## config.mk

```make
export PLATFORM = sky130hd
export DESIGN_NAME = vec_chunk_fifo
export DESIGN_NICKNAME = d
export VERILOG_FILES = /design/src/rtl/vec_chunk_fifo.sv
export SDC_FILE = /design/constraint.sdc
export NUM_CORES = 1
export LEC_CHECK = 0
export BUFFER_PORTS_ARGS = -buffer_cell sky130_fd_sc_hd__buf_4
export CAP_MARGIN = 0
export CORE_UTILIZATION = 40
export DETAILED_ROUTE_END_ITERATION = 6
export RECOVER_POWER = 50
export SETUP_SLACK_MARGIN = 0.15
export SYNTH_ARGS = -nofsm -noshare
export SYNTH_HDL_FRONTEND = slang
export SYNTH_SLANG_ARGS = --single-unit
```

## constraint.sdc

```tcl
create_clock -name clk_in -period 4.7 [get_ports clk_in]
set_input_delay 1.175 -clock clk_in [delete_from_list [all_inputs] [get_ports clk_in]]
set_output_delay 1.175 -clock clk_in [all_outputs]
set_load 0.005 [all_outputs]
```

## src/rtl/vec_chunk_fifo.sv

```systemverilog
// Chunked-vector buffer: producer writes WorkingRegs-wide int8 chunks, consumer
// pulls them one per rd_req with a one-cycle registered read and whole-vector tracking.
module vec_chunk_fifo #(
  parameter int unsigned VecLength   = 12,
  parameter int unsigned WorkingRegs = 3,
  parameter int unsigned Depth       = 2
) (
  input  logic                                clk_in,
  input  logic                                rst_in,
  input  logic                                wr_en,
  input  logic signed [WorkingRegs-1:0][7:0]  wr_data,
  input  logic                                rd_req,
  input  logic                                flush,
  output logic signed [WorkingRegs-1:0][7:0]  rd_data,
  output logic                                rd_valid,
  output logic                                vec_ready,
  output logic                                full,
  output logic                                empty,
  output logic [$clog2(Depth+1)-1:0]          vec_count,
  output logic                                overflow,
  output logic                                underflow
);

  localparam int unsigned CPV     = VecLength / WorkingRegs;
  localparam int unsigned ENTRIES = Depth * CPV;
  localparam int unsigned DATA_W  = 8 * WorkingRegs;
  localparam int unsigned PTR_W   = (ENTRIES > 1) ? $clog2(ENTRIES) : 1;
  localparam int unsigned SUB_W   = (CPV > 1) ? $clog2(CPV) : 1;
  localparam int unsigned CNT_W   = $clog2(ENTRIES + 1);
  localparam int unsigned VC_W    = $clog2(Depth + 1);

  logic [DATA_W-1:0] mem_q [ENTRIES];

  logic [PTR_W-1:0]  wr_ptr_q, wr_ptr_d;
  logic [PTR_W-1:0]  rd_ptr_q, rd_ptr_d;
  logic [SUB_W-1:0]  wr_sub_q, wr_sub_d;
  logic [SUB_W-1:0]  rd_sub_q, rd_sub_d;
  logic [CNT_W-1:0]  count_q, count_d;
  logic [VC_W-1:0]   vec_count_q, vec_count_d;
  logic [DATA_W-1:0] rd_data_q, rd_data_d;
  logic              rd_valid_q, rd_valid_d;
  logic              vec_ready_q, vec_ready_d;
  logic              full_q, full_d;
  logic              empty_q, empty_d;
  logic              overflow_q, overflow_d;
  logic              underflow_q, underflow_d;

  logic rd_acc_c, wr_acc_c, mem_we_c, vec_done_c, vec_fin_c;

  // Handshake decode; a full buffer still takes a write when a read frees a slot.
  always_comb begin
    rd_acc_c   = rd_req && !empty_q;
    wr_acc_c   = wr_en && (!full_q || rd_acc_c);
    mem_we_c   = wr_acc_c && !flush;
    vec_done_c = wr_acc_c && (wr_sub_q == SUB_W'(CPV - 1));
    vec_fin_c  = rd_acc_c && (rd_sub_q == SUB_W'(CPV - 1));
  end

  // Next-state for pointers, counters, flags and the read register.
  always_comb begin
    wr_ptr_d    = wr_ptr_q;
    rd_ptr_d    = rd_ptr_q;
    wr_sub_d    = wr_sub_q;
    rd_sub_d    = rd_sub_q;
    count_d     = count_q;
    vec_count_d = vec_count_q;
    rd_data_d   = rd_data_q;
    rd_valid_d  = 1'b0;
    overflow_d  = overflow_q;
    underflow_d = underflow_q;

    if (flush) begin
      wr_ptr_d    = '0;
      rd_ptr_d    = '0;
      wr_sub_d    = '0;
      rd_sub_d    = '0;
      count_d     = '0;
      vec_count_d = '0;
      rd_data_d   = '0;
      overflow_d  = 1'b0;
      underflow_d = 1'b0;
    end else begin
      if (wr_acc_c) begin
        wr_ptr_d = (wr_ptr_q == PTR_W'(ENTRIES - 1)) ? '0 : wr_ptr_q + PTR_W'(1);
        wr_sub_d = vec_done_c ? '0 : wr_sub_q + SUB_W'(1);
      end else if (wr_en) begin
        overflow_d = 1'b1;
      end

      if (rd_acc_c) begin
        rd_data_d  = mem_q[rd_ptr_q];
        rd_valid_d = 1'b1;
        rd_ptr_d   = (rd_ptr_q == PTR_W'(ENTRIES - 1)) ? '0 : rd_ptr_q + PTR_W'(1);
        rd_sub_d   = vec_fin_c ? '0 : rd_sub_q + SUB_W'(1);
      end else if (rd_req) begin
        underflow_d = 1'b1;
      end

      unique case ({wr_acc_c, rd_acc_c})
        2'b10:   count_d = count_q + CNT_W'(1);
        2'b01:   count_d = count_q - CNT_W'(1);
        default: count_d = count_q;
      endcase

      if (vec_done_c && !vec_fin_c) begin
        vec_count_d = vec_count_q + VC_W'(1);
      end else if (vec_fin_c && !vec_done_c) begin
        vec_count_d = vec_count_q - VC_W'(1);
      end
    end

    full_d      = (count_d == CNT_W'(ENTRIES));
    empty_d     = (count_d == '0);
    vec_ready_d = (vec_count_d != '0);
  end

  // Control and output registers.
  always_ff @(posedge clk_in or posedge rst_in) begin
    if (rst_in) begin
      wr_ptr_q    <= '0;
      rd_ptr_q    <= '0;
      wr_sub_q    <= '0;
      rd_sub_q    <= '0;
      count_q     <= '0;
      vec_count_q <= '0;
      rd_data_q   <= '0;
      rd_valid_q  <= 1'b0;
      vec_ready_q <= 1'b0;
      full_q      <= 1'b0;
      empty_q     <= 1'b1;
      overflow_q  <= 1'b0;
      underflow_q <= 1'b0;
    end else begin
      wr_ptr_q    <= wr_ptr_d;
      rd_ptr_q    <= rd_ptr_d;
      wr_sub_q    <= wr_sub_d;
      rd_sub_q    <= rd_sub_d;
      count_q     <= count_d;
      vec_count_q <= vec_count_d;
      rd_data_q   <= rd_data_d;
      rd_valid_q  <= rd_valid_d;
      vec_ready_q <= vec_ready_d;
      full_q      <= full_d;
      empty_q     <= empty_d;
      overflow_q  <= overflow_d;
      underflow_q <= underflow_d;
    end
  end

  // Chunk storage; contents are never reset.
  always_ff @(posedge clk_in) begin
    if (mem_we_c) begin
      mem_q[wr_ptr_q] <= wr_data;
    end
  end

  assign rd_data   = rd_data_q;
  assign rd_valid  = rd_valid_q;
  assign vec_ready = vec_ready_q;
  assign full      = full_q;
  assign empty     = empty_q;
  assign vec_count = vec_count_q;
  assign overflow  = overflow_q;
  assign underflow = underflow_q;

endmodule

```

## Word-level counts from Yosys, hierarchy flattened

Memories as Yosys holds them, arrays and structs flattened.
Index checks and enable logic that the tools add are counted.

- Order comparisons: 0
- Muxes and demuxes: 29
- Bitwise gates (word level): 0
- Reductions and logical operators: 21
- Shift operators: 0
- Div/mod/pow operators: 0
- $add $sub $neg: 8
- Equality and inequality tests: 9
- $mul: 0

Operators with widths:

| operator | count |
|---|---|
| $mux 24 | 2 |
| $mux 2 | 9 |
| $mux 3 | 6 |
| $mux 1 | 10 |
| $reduce_bool 2->1 | 5 |
| $pmux 4 s2 | 1 |
| $logic_and 1x1->1 | 7 |
| $add 2x1->2 const B | 3 |
| $add 3x1->3 const B | 2 |
| $eq 2x2->1 const B | 3 |
| $eq 3x3->1 const B | 2 |
| $logic_not 1->1 | 5 |
| $add 4x1->4 const B | 1 |
| $eq 4x4->1 const B | 1 |
| $logic_not 4->1 | 1 |
| $mux 4 | 1 |
| $ne 2x2->1 const B | 2 |
| $reduce_and 2->1 | 2 |
| $sub 4x1->4 const B | 1 |
| $eq 2x1->1 const B | 1 |
| $sub 2x1->2 const B | 1 |
| $logic_or 1x1->1 | 1 |

- Input port bits: 29
- Memories kept: 1
- Flip-flop bits (word level): 46
- Bits in writable memories: 192
- Word-level logic and storage cells: 81
- Latch bits: 0
- Output and inout port bits: 32
- Bits in read-only memories: 0

Memory list:

| name | words | width | rd ports | clocked after memory_dff | write ports | RTL line | source |
|---|---|---|---|---|---|---|---|
| mem_q | 8 | 24 | 1 | 0 | 1 | 32 | `logic [DATA_W-1:0] mem_q [ENTRIES];` |

## Logic depth before layout (Yosys ltp)

- Word-level depth: 11
- Mapped depth: 12
- Depth with buffers taken out: 10

## Least setup slack after synthesis

Ideal clock, no wire load.

- Kind: input to register
- Start point: input rd_req
- End point: memory mem_q[0][0] (netlist bit) (enable)
- Path buffers: 1
- Cell stages on the path: 6
- Setup time: 0.435 ns
- Data required time: 4.265 ns
- Data arrival time: 3.831 ns
- Path slack: 0.434 ns
- Cell sequence: nand2b_1 > clkbuf_1 > a21boi_2 > inv_2 > or3_1 > nor3_1

- Word-level cells in the longest chain between the ends: 6

RTL lines:

| element | RTL line | source |
|---|---|---|
| start: declaration | 12 | `input logic rd_req,` |
| $logic_and 1x1->1 | 52 | `rd_acc_c = rd_req && !empty_q;` |
| $logic_or 1x1->1 | 53 | `wr_acc_c = wr_en && (!full_q \|\| rd_acc_c);` |
| $logic_and 1x1->1 | 53 |  |
| $logic_and 1x1->1 | 54 | `mem_we_c = wr_acc_c && !flush;` |
| $mux 1 | 152 | `if (mem_we_c) begin` |
| $mux 1 (implied by the code) | 153 | `mem_q[wr_ptr_q] <= wr_data;` |
| end: declaration | 32 |  |

No other way between the ends.

## Worst setup path in the final report

- Start point: input rd_req
- End point: register empty_q, in the netlist empty

- Word-level cells in the longest chain between the ends: 7
- Elaborated cells between the ends (all ways): 8
- Those cells by class: 2 x eq/ne; 2 x mux; 4 x reduce/logical

RTL lines:

| element | RTL line | source |
|---|---|---|
| $logic_and 1x1->1 (*) | 52 |  |
| $logic_or 1x1->1 | 53 |  |
| $logic_and 1x1->1 | 53 |  |
| $eq 2x1->1 / $eq 2x2->1 (equally long branches) | 99 | `unique case ({wr_acc_c, rd_acc_c})` |
| $pmux 4 s2 (*) | 99 |  |
| $mux 4 (*) | 72 | `if (flush) begin` |
| $logic_not 4->1 (*) | 113 | `empty_d = (count_d == '0);` |
| net empty_d | 44 | `logic empty_q, empty_d;` |
| end signal: assignment | 144 | `empty_q <= empty_d;` |
| end: declaration | 44 |  |

Mark *: on every way through the listed nets, which the timed path passes. The rest lies on a longest branch.
A chain may end at the register's enable or synchronous reset.

==> impl_metrics.json <==
{
  "drcViolationCount": 0,
  "rsz0062_at_grt": "false",
  "final_max_slew_viol_count": 51,
  "cts_buffer_depth": 3,
  "fp.dieArea_um2": 23700,
  "cp_slowest_cell": "a21boi_0",
  "vdd_drop_max_mv": 0.259,
  "crit_type": "input pin to flip-flop",
  "p_total_mw": 4.95,
  "synth_fp_nets": 525,
  "cts_sinks": 238,
  "diodes": 0,
  "async_reset_ff_share_pct": 19.3,
  "ctsHoldBuffers": 0,
  "die_h_um": 154,
  "leakagePower_nw": 3.70,
  "max_freq_mhz": 271,
  "start_util_pct": 40.9,
  "yosysMostFrequentCell": "edfxtp_1",
  "powerDensity_nw_per_um2": 458,
  "reg2reg_from": "empty",
  "cts-root-buf": "clkbuf_16",
  "tritoncts": "done",
  "reg2reg_to": "empty",
  "synth_cell_type_count": 42,
  "ys_top_cells_by_area": "edfxtp_1, dfrtp_1, mux4_2, mux2i_1, a21oi_1",
  "clk_pin_slew_worst_paths_ps": 60,
  "ff_latch_area_um2": 6920,
  "reg2reg_slack_ps": 1330,
  "worst_ep_required_time_ps": 5090,
  "first_pass_iters": 4,
  "setup_slack_ps": 1010,
  "worst_path_most_repeated_cell": "ha_1",
  "path_cells": "clkbuf_4, nand2b_1, a21boi_0, inv_2, ha_1, xor2_1, ha_1, a21oi_1, mux2i_1, xnor2_1, o41ai_1",
  "post-cts-setup-buffer-count": 0,
  "muxShareOfSynthArea_pct": 14.7,
  "coreArea_um2": 22600,
  "gp_congestion": 0.775,
  "crit_path_max_incr_delay_ps": 810,
  "use_met1_pct": 21.8,
  "multi_input_area_um2": 2220,
  "cts_resized": 0,
  "syn_area_um2": 9250,
  "place_hpwl_mm": 10.8,
  "cp-end-kind": "flip-flop",
  "ios": 61,
  "htree_levels": 1,
  "tightest_slew_ps": 1640,
  "cp_data_arrival_time_ps": 4080,
  "hold_class": "flip-flop to flip-flop",
  "synth.avg_cell_area_um2": 19.0,
  "status": "complete, but fails checks",
  "vias": 4646,
  "vias_per_cell": 5.36,
  "wire_per_inst_um": 20.7,
  "yosys.area_share.adder_pct": 1.08,
  "cts_buffers": 25,
  "io_buffers": 60,
  "syn_inst": 488,
  "ant_nets": 0,
  "clk_latency_ps": 520,
  "ys_seq_area_share_pct": 74.8,
  "synth_compound_gate_area_share_pct": 4.44,
  "drive_above_1_share_pct": 25.1,
  "grt_max_degree": 58,
  "grt_pass1_vias": 5008,
  "synth_area_leader_cell": "edfxtp_1",
  "antenna_found_initial": 0,
  "synth-simple-area-share_pct": 2.72,
  "start_kind": "input pin",
  "grt_pass1_wl_mm": 28.7,
  "use_met2_pct": 26.4,
  "maxCapViolCount": 2,
  "violations": "max-capacitance violations, max-slew violations",
  "synth_commonest_cells": "edfxtp_1, mux4_2, dfrtp_1",
  "startpoint": "rd_req",
  "fp.dieW_um": 154,
  "finalCritPeriodShare_pct": 78.6,
  "setup_viol": 0,
  "ys_seq_elements": 238,
  "synth_ff_type": "edfxtp_1",
  "path_max_fanout": 8,
  "num-nets-final": 600,
  "ys_warn_count": 0,
  "use_met3_pct": 2.54,
  "maxSlewHeadroom_pct": -9.51,
  "hold_viol": 0,
  "tns_ps": 0,
  "crit_path_end": "empty",
  "dp_slack_ps": 1040,
  "rows": 55,
  "routed_wl_mm": 18.0,
  "synth_top_area_share_pct": 62.3,
  "syn_to_final_growth_pct": 16.9,
  "path_delay_family": "compound AO/OA/AOI/OAI gates",
  "critPathBufInv": 2,
  "reg2regPathDepth": 10,
  "grt.total_usage_pct": 15.8,
  "grt_overflow": 0,
  "synth_edf_count": 192,
  "period_needed_ps": 3690,
  "nFillCells": 1895,
  "grt.busiest_layer": "met2",
  "critical_path_depth": 11,
  "synthXorXnorAreaFrac_pct": 0.757,
  "clock_skew_ps": 21.9,
  "synth_top_family_by_area": "multiplexers",
  "final_core_util_pct": 47.8,
  "first_iter_violations": 342
}
## layout make-up
cell class | count | share of cell area (%)
Sequential cell | 238 | 64.0
Multi-Input combinational cell | 217 | 20.5
Clock buffer | 32 | 6.12
Timing Repair Buffer | 75 | 4.50
Tap cell | 285 | 3.30
Clock inverter | 14 | 1.39
Inverter | 6 | 0.208
## where the power goes
part	total, mW	switching, mW	internal (mW)
clock	1.92	0.757	1.16
sequential	2.47	0.0964	2.37
combinational	0.567	0.274	0.293
total	4.95	1.13	3.83
## per-layer routing
layer  wire, um  vias up
met1       8250     2428
met4        309        0
met2       8740      100
li1           -     2092
met5          0        -
met3        689       26
## per-stage QoR
step | hold WS [ps] | area [um^2] | instances
2_1_floorplan | 486 | 9250 | 488
4_1_cts | 513 | 10900 | 867
5_1_grt | 553 | 10800 | 867
6_report | 503 | 10800 | 867
3_5_place_dp | 499 | 10100 | 821
3_3_place_gp | 479 | 10100 | 821
## registers in the layout, indices dropped and copies added (netlist names)
register	flops
wr_sub_q	2
wr_ptr_q	3
underflow	1
full	1
rd_ptr_q	3
vec_ready	1
vec_count	2
empty	1
overflow	1
rd_data	24
count_q	4
mem_q	192
rd_valid	1
rd_sub_q	2
## placed cells by master, fill, tap and decap left out, drive strengths merged, types with 6 or more instances in the layout
cell type / synthesis / routed
nor2: 19 / 19
mux4: 48 / 48
clkbuf: 15 / 61
edfxtp: 192 / 192
dfrtp: 45 / 45
ha: 8 / 8
a21oi: 35 / 35
buf: 12 / 46
inv: 6 / 6
mux2i: 27 / 27
nand2: 14 / 14
clkinv: 0 / 11
o21ai: 25 / 25
## how the worst min path moves through the flow
stage	depth (start not counted)	slack [ps]	from	end
after floorplan	2	490	underflow	underflow
after global placement	2	480	overflow	overflow
after detailed placement	2	500	overflow	overflow
after CTS	2	510	overflow	overflow
after global routing	2	550	overflow	overflow
final	2	500	overflow	overflow
## kinds of logic (layout without fill, tap and decap cells)
| logic type | Yosys count | in the layout |
|---|---|---|
| buffers and inverters | 33 | 127 |
| AND/OR/NAND/NOR | 53 | 53 |
| AO/OA/AOI/OAI | 72 | 72 |
| multiplexers | 76 | 76 |
| flip-flops | 238 | 238 |
| adder cells (fa/ha/maj) | 8 | 8 |
| XOR/XNOR | 8 | 8 |
## worst register-to-register path, delay by kind of cell (launching register included)
kind	cells	cell delay (ps)
compound gates	3	1360
xor+xnor	2	310
fa+ha+maj	2	500
buf+inv	1	200
flops	1	370
mux	1	240
simple gates	1	260
(Power assumes the default switching activity.)
